File: config.mk
export PLATFORM = sky130hd
export DESIGN_NAME = dma_copy_engine
export DESIGN_NICKNAME = d
export VERILOG_FILES = /design/src/rtl/dma_copy_engine.sv
export SDC_FILE = /design/constraint.sdc
export NUM_CORES = 1
export LEC_CHECK = 0
export BUFFER_PORTS_ARGS = -buffer_cell sky130_fd_sc_hd__clkbuf_2
export CAP_MARGIN = 20
export CELL_PAD_IN_SITES_DETAIL_PLACEMENT = 0
export CELL_PAD_IN_SITES_GLOBAL_PLACEMENT = 2
export CORE_ASPECT_RATIO = 1.1
export CORE_UTILIZATION = 31
export CTS_BUF_LIST = sky130_fd_sc_hd__clkbuf_2 sky130_fd_sc_hd__clkbuf_4 sky130_fd_sc_hd__clkbuf_8
export DETAILED_ROUTE_END_ITERATION = 8
export PLACE_DENSITY_LB_ADDON = 0.05
export SYNTH_ARGS = -nofsm -noshare
export SYNTH_HDL_FRONTEND = slang
export SYNTH_SLANG_ARGS = --single-unit
File: constraint.sdc
create_clock -name clk -period 2.31 [get_ports clk]
set_clock_uncertainty 0.2 [all_clocks]
set_input_delay 0.1155 -clock clk [delete_from_list [all_inputs] [get_ports clk]]
set_output_delay 0.1155 -clock clk [all_outputs]
set_load 0.02 [all_outputs]
File: src/rtl/dma_copy_engine.sv
// Word-by-word memory-to-memory copy engine: one read cycle then one write cycle per word.
// Optional IO-region guard is enabled by defining DMA_IO_GUARD_EN.
module dma_copy_engine #(
    parameter int ADDR_BIT_WIDTH = 32,
    parameter int DATA_BIT_WIDTH = 32,
    parameter int LEN_BIT_WIDTH  = 11
) (
    input  logic                      clk,
    input  logic                      rst_n,
    input  logic                      start,
    input  logic [ADDR_BIT_WIDTH-1:0] src_addr,
    input  logic [ADDR_BIT_WIDTH-1:0] dst_addr,
    input  logic [LEN_BIT_WIDTH-1:0]  len_words,
    output logic                      busy,
    output logic                      done,
    output logic                      err,
    output logic [ADDR_BIT_WIDTH-1:0] mem_addr,
    output logic                      mem_wrtEn,
    output logic [DATA_BIT_WIDTH-1:0] mem_wdata,
    input  logic [DATA_BIT_WIDTH-1:0] mem_rdata
);

    typedef enum logic [1:0] {
        IDLE   = 2'd0,
        READ   = 2'd1,
        WRITE  = 2'd2,
        FINISH = 2'd3
    } state_t;

    state_t                    state;
    state_t                    next_state;
    logic [ADDR_BIT_WIDTH-1:0] src_ptr;
    logic [ADDR_BIT_WIDTH-1:0] dst_ptr;
    logic [ADDR_BIT_WIDTH-1:0] last_addr;
    logic [LEN_BIT_WIDTH-1:0]  count;
    logic [DATA_BIT_WIDTH-1:0] word_buf;
    logic                      guard_hit;
    logic                      launch;

`ifdef DMA_IO_GUARD_EN
    logic err_flag;
    assign guard_hit = src_addr[29] | dst_addr[29];
    assign err       = err_flag;

    // Sticky until the next start taken in IDLE, which reloads it with its own guard result.
    always_ff @(posedge clk or negedge rst_n) begin
        if (!rst_n) begin
            err_flag <= 1'b0;
        end else if (state == IDLE && start) begin
            err_flag <= guard_hit;
        end
    end
`else
    assign guard_hit = 1'b0;
    assign err       = 1'b0;
`endif

    assign launch = start && !guard_hit && (len_words != '0);

    always_ff @(posedge clk or negedge rst_n) begin
        if (!rst_n) begin
            state     <= IDLE;
            src_ptr   <= '0;
            dst_ptr   <= '0;
            last_addr <= '0;
            count     <= '0;
            word_buf  <= '0;
        end else begin
            state <= next_state;
            case (state)
                IDLE: begin
                    if (launch) begin
                        src_ptr <= src_addr;
                        dst_ptr <= dst_addr;
                        count   <= len_words;
                    end
                end
                READ: begin
                    word_buf  <= mem_rdata;
                    last_addr <= src_ptr;
                end
                WRITE: begin
                    // Pointers wrap naturally at the address width.
                    src_ptr   <= src_ptr + ADDR_BIT_WIDTH'(4);
                    dst_ptr   <= dst_ptr + ADDR_BIT_WIDTH'(4);
                    count     <= count - LEN_BIT_WIDTH'(1);
                    last_addr <= dst_ptr;
                end
                default: ;
            endcase
        end
    end

    always_comb begin
        next_state = state;
        busy       = 1'b1;
        done       = 1'b0;
        mem_wrtEn  = 1'b0;
        mem_addr   = last_addr;
        mem_wdata  = word_buf;
        case (state)
            IDLE: begin
                busy = 1'b0;
                if (start) begin
                    next_state = launch ? READ : FINISH;
                end
            end
            READ: begin
                mem_addr   = src_ptr;
                next_state = WRITE;
            end
            WRITE: begin
                mem_addr   = dst_ptr;
                mem_wrtEn  = 1'b1;
                next_state = (count == LEN_BIT_WIDTH'(1)) ? FINISH : READ;
            end
            FINISH: begin
                done       = 1'b1;
                next_state = IDLE;
            end
            default: next_state = IDLE;
        endcase
    end

endmodule

* Word level (Yosys, flattened, before mapping) *
Index checks and enable logic that the tools add are counted.

cells by class
  multiplexer cells = 14
  eq/ne operators = 6
  reduce and logical (&&, ||, !) cells = 5
  $add $sub $neg = 3

operator list
  kind                     number
  $pmux W32 S2             3
  $add A32 B3 Y32 const B  2
  $mux W32                 2
  $pmux W11 S2             1
  $eq A11 B1 Y1 const B    1
  $mux W11                 1
  $reduce_bool A11 Y1      1
  $sub A11 B1 Y11 const B  1
  $pmux W2 S4              1
  $mux W2                  3
  $eq A2 B2 Y1 const B     2
  $ne A2 B2 Y1 const B     2
  $mux W1                  3
  $eq A2 B1 Y1 const B     1
  $logic_not A2 Y1         1
  $reduce_and A2 Y1        1
  $reduce_bool A2 Y1       1
  $logic_and A1 B1 Y1      1

storage, ports and cells
  input bits = 110
  output and inout port bits = 68
  register bits after elaboration = 141

* Longest topological paths before layout *
  word-level depth = 5
  depth in mapped cells = 9
  gate-level depth less buffers = 7

* Least setup slack after synthesis *
No wires, ideal clock.

  path type = reg2reg
  start = register state[0]
  end = register last_addr[13]
  cell stages (with the launch flop) = 8
  data required time = 1.943 ns
  data arrival time = 2.213 ns
  path slack = -0.270 ns
  period minus slack after synthesis = 2.580 ns
  cells stage by stage = dfrtp_1 -> inv_1 -> ha_1 -> clkbuf_1 -> clkbuf_1 -> buf_1 -> a22oi_1 -> a21oi_1

on the way
  cells in the longest elaborated chain, start to end = 2

ends and longest elaborated chain
  item                                          RTL line  source
  start: declaration                            30        state_t state;
  start signal: assignment                      69        state <= next_state;
  $eq A2 B2 Y1 or $eq A2 B1 Y1 (tied branches)  n/a
  $pmux W32 S2 *                                n/a
  named net mem_addr[13]                        17        output logic [ADDR_BIT_WIDTH-1:0] mem_addr,
  end signal: assignment                        80        last_addr <= src_ptr;
  end signal: assignment                        87        last_addr <= dst_ptr;
  end: declaration                              34        logic [ADDR_BIT_WIDTH-1:0] last_addr;

Mark *: on every way through the listed nets, which the timed path passes. The rest lies on a longest branch.
A chain may end at the register's enable or synchronous reset.

* Final worst setup path *
  start = register state[1]
  end = output mem_addr[19]

on the way
  cells in the longest elaborated chain, start to end = 2

ends and longest elaborated chain
  item                                          RTL line  source
  $eq A2 B2 Y1 or $eq A2 B1 Y1 (tied branches)  101       case (state)
  $pmux W32 S2 *                                101
  end: declaration                              17

Every way passes the cells marked *; elsewhere a longest branch is shown, timed or not.

==> impl_results.md <==
- Run status: finished, violations left
- Failing checks: negative setup slack
- Root Buffer: clkbuf_8
- Worst Setup Path Type: flop to primary output
- R2r endpoint: src_ptr[25]$_DFFE_PN0P_
- Layout area overhead: 59.51%
- Power share of the sequential group: 48.8%
- CP max-delay cell: ha_4
- GR Util met3: ~3.1%
- Hpwl dp: around 20 mm
- Detailed-route DRC error count: 0
- Clock power share: 42.5%
- Most numerous cell in the Yosys netlist: dfrtp_1
- First-pass DRT Iterations: 5
- Ant. Diodes: 0
- First-pass GRT wire length: 47.63 mm
- RSZ-0062 raised after global routing: true
- Post-synth top cells: 141 x dfrtp_1, 84 x nor2_1, 77 x a21oi_1
- Core area: between 20000 and 25000 um2
- Sw frac: 27.25%
- Cells on worst reg2reg path: 8
- Overflow after GRT: 0
- Number of vias per cell: 5.386
- Final design utilization: 50.93%
- Worst min path class: input port to async pin
- Worst reg-to-reg setup slack: ~0.04 ns
- Die X: 154.3 um
- Yosys reg bits: 141
- Pre-CTS WS: -0.01653 ns
- Critical path fanouts, max: 11
- P_int: 3.741 mW
- Die area: 26160 um2
- GP Congestion: about 0.76
- Cell count after synthesis: 870
- Busiest grt layer: met2
- Achievable frequency: 0.4318 GHz
- Largest net degree at the start of global routing: 44
- Nets: 1359
- GR Util All Layers: 24.18%
- Port Buf Inserts: ~180
- DRT Wirelength: approximately 32 mm
- Synth warn: 0
- Total power: 5.143 mW
- Worst VDD drop: between 0.0002 and 0.00025 V
- Fin. Hold Viols: 0
- Clock slew at reported path FFs: 0.10 ns
- Met1 usage: 33.13%
- IO Pins: between 150 and 200
- Vias in the first global route: 8181
- Number of synthesized flops with an enable pin: 0
- Post-synthesis cell area: 7910 um2
- Initial antenna violation count: 0
- Maximum clock path buffer count: 2
- Sequential share of the synthesized area: 44.61%
- Sw Pwr: between 1 and 1.5 mW
- Worst Setup End Kind: primary output
- CP required: between 1.5 and 2 ns
- Share of cells above drive strength 1: 38.68%
- Critical path, cell by cell: buf_6 > inv_6 > ha_4 > clkbuf_16 > nor2_1 > a21oi_2 > clkbuf_8
- Leakage: 5.582 nW
- # setup viols final: 3
- Total CTS buffers: 17
- Die Ht: 169.5 um
- CTS tree: built
- GRT met2 Usage: between 40 and 50%
- Fraction of registers with async set or reset after synthesis: 100.0%
- Setup ws final: -0.005668 ns
- Mean area per synthesized cell: 9.092 um2
- CP arrival: 2.00 ns
- Detail Route Antenna Nets: 0
- Max-slew violations: 0
- Worst path max stage delay: 0.39 ns
- Cell variety after synth: 63
- Reg-to-reg critical path startpoint: state[1]$_DFFE_PN0P_
- Initial drt markers: about 550
- # rows: 60
- Comb power frac: a little under 9%
- Area share of the largest cell type after synthesis: 44.61%
- Clock latency on the worst-skew pair: 0.49 ns
- MaxCap Viol Count: 0
- Starting Density: 31.93%
- Leading area contributor after synthesis: dfrtp_1
- Top cells by area, synth: dfrtp_1 45%, a21oi_1 4.9%, mux2_2 4.7%, nor2_1 4.0%, a22oi_1 3.4%
- PwrDens: ~410 nW/um2
- Post-route insts no fill: 1564
- # fillers: roughly 2300
- Wire length per cell: 20.15 um
- Htree depth: 4
- Startpoint Class: flop
- Tcrit/Tclk final: 100.2%
- Routed via count: 8424
- Synth Net Count: 988
- Top_reg_cell synth: dfrtp_1
- Placed cell count: 1381
- Crit path time final: 2.316 ns
- Clock sinks: 141
cells by family (layout without fill, tap and decap cells):
group                      after synthesis  in the layout  share of synthesized area [%]
xor gates and xnor gates                 1              1                         0.1107
buffers and inverters                   95            479                          4.809
AOI/OAI and AO/OA                      315            315                          26.12
muxes                                   40             40                          5.584
DFF                                    141            141                          44.61
and+or+nand+nor                        269            269                          17.46
other                                    1              1                        0.04741
adders and majority gates                8              8                          1.265
timing repair:
action	in CTS	in global routing
gates resized for setup	88	72
hold buffers	110	0
setup buffers	19	10
endpoints found under the setup margin	43	74
pin swaps	11	12
endpoints found under the hold margin	250	0
gates cloned	9	5
power by group through the flow:
stage,clock network [mW],registers (mW),logic (mW)
finish,2.19,2.51,0.450
global route,2.34,2.51,0.491
CTS,2.24,2.51,0.453
detailed placement,0,2.56,0.298
global placement,0,2.56,0.296
floorplan,0,2.59,0.0400
sequential cells by signal, summed over array words and instances (netlist names):
signal     count
dst_ptr       32
last_addr     32
mem_wdata     32
count         11
state          2
src_ptr       32
stage by stage:
stage                     hold slack, ns  instance area [um2]  setup TNS, ns
after floorplan                  -0.3801                 8030              0
after global placement           -0.1102                 9907              0
after detailed placement         -0.1024                 9907       -0.04092
after CTS                        0.04419                12210       -0.09524
after global routing             0.06303                12620         -1.465
final                            0.04050                12620      -0.008263
how the worst max path moves through the flow:
stage               depth (start not counted)                 endpoint                  from  slack (ns)
finish                                      7             mem_addr[19]  state[1]$_DFFE_PN0P_      -0.006
floorplan                                   8  dst_ptr[20]$_DFFE_PN0P_  state[0]$_DFFE_PN0P_       0.004
detailed placement                          7     count[3]$_DFFE_PN0P_  state[0]$_DFFE_PN0P_       -0.02
global route                                7             mem_addr[15]  state[1]$_DFFE_PN0P_       -0.08
global placement                            7     count[3]$_DFFE_PN0P_  state[0]$_DFFE_PN0P_        0.01
CTS                                         7              mem_addr[9]  state[1]$_DFFE_PN0P_       -0.03
routing by layer:
metal	part of all wire (%)	wire length [um]
met4	0.75	235
met5	0	0
met1	47	14700
met3	4.0	1245
met2	49	15330
cell usage in the layout (no fill, tap or decap), types with 14 or more instances in the layout:
cell / netlist / routed
inv_1: 20 / 18
a21oi_2: 0 / 27
dlygate4sd3_1: 0 / 109
buf_6: 0 / 18
nor3_1: 18 / 15
and3_1: 16 / 16
nand4_1: 15 / 15
o22ai_1: 26 / 26
mux2_2: 33 / 33
a21oi_1: 77 / 47
nor2_1: 84 / 78
o31ai_1: 18 / 18
nand3_1: 29 / 29
buf_4: 1 / 114
and4_1: 14 / 14
dfrtp_1: 141 / 141
clkbuf_8: 0 / 28
a31oi_1: 33 / 32
a22oi_2: 0 / 28
nand2_1: 53 / 52
clkbuf_2: 1 / 143
o21ai_0: 51 / 49
area by class of cell:
class,instances,area [um2],area share (%)
timing repair buffer,426,3752,29.74
clock buffer,17,234.0,1.854
clock inverter,15,176.4,1.398
tap,310,387.9,3.074
multi-input combinational,634,4451,35.27
sequential,141,3528,27.97
inverter,21,87.58,0.6942
worst max-delay path, delay by kind of cell, from the launching register on:
kind                     cells  cell delay (ns)
AND/OR/NAND/NOR              1             0.06
AO/OA/AOI/OAI                1             0.13
adder cells (fa/ha/maj)      1             0.39
buffers and inverters        4             0.55
flip-flops                   1             0.38
No activity file was read; power rests on OpenSTA's default activity.
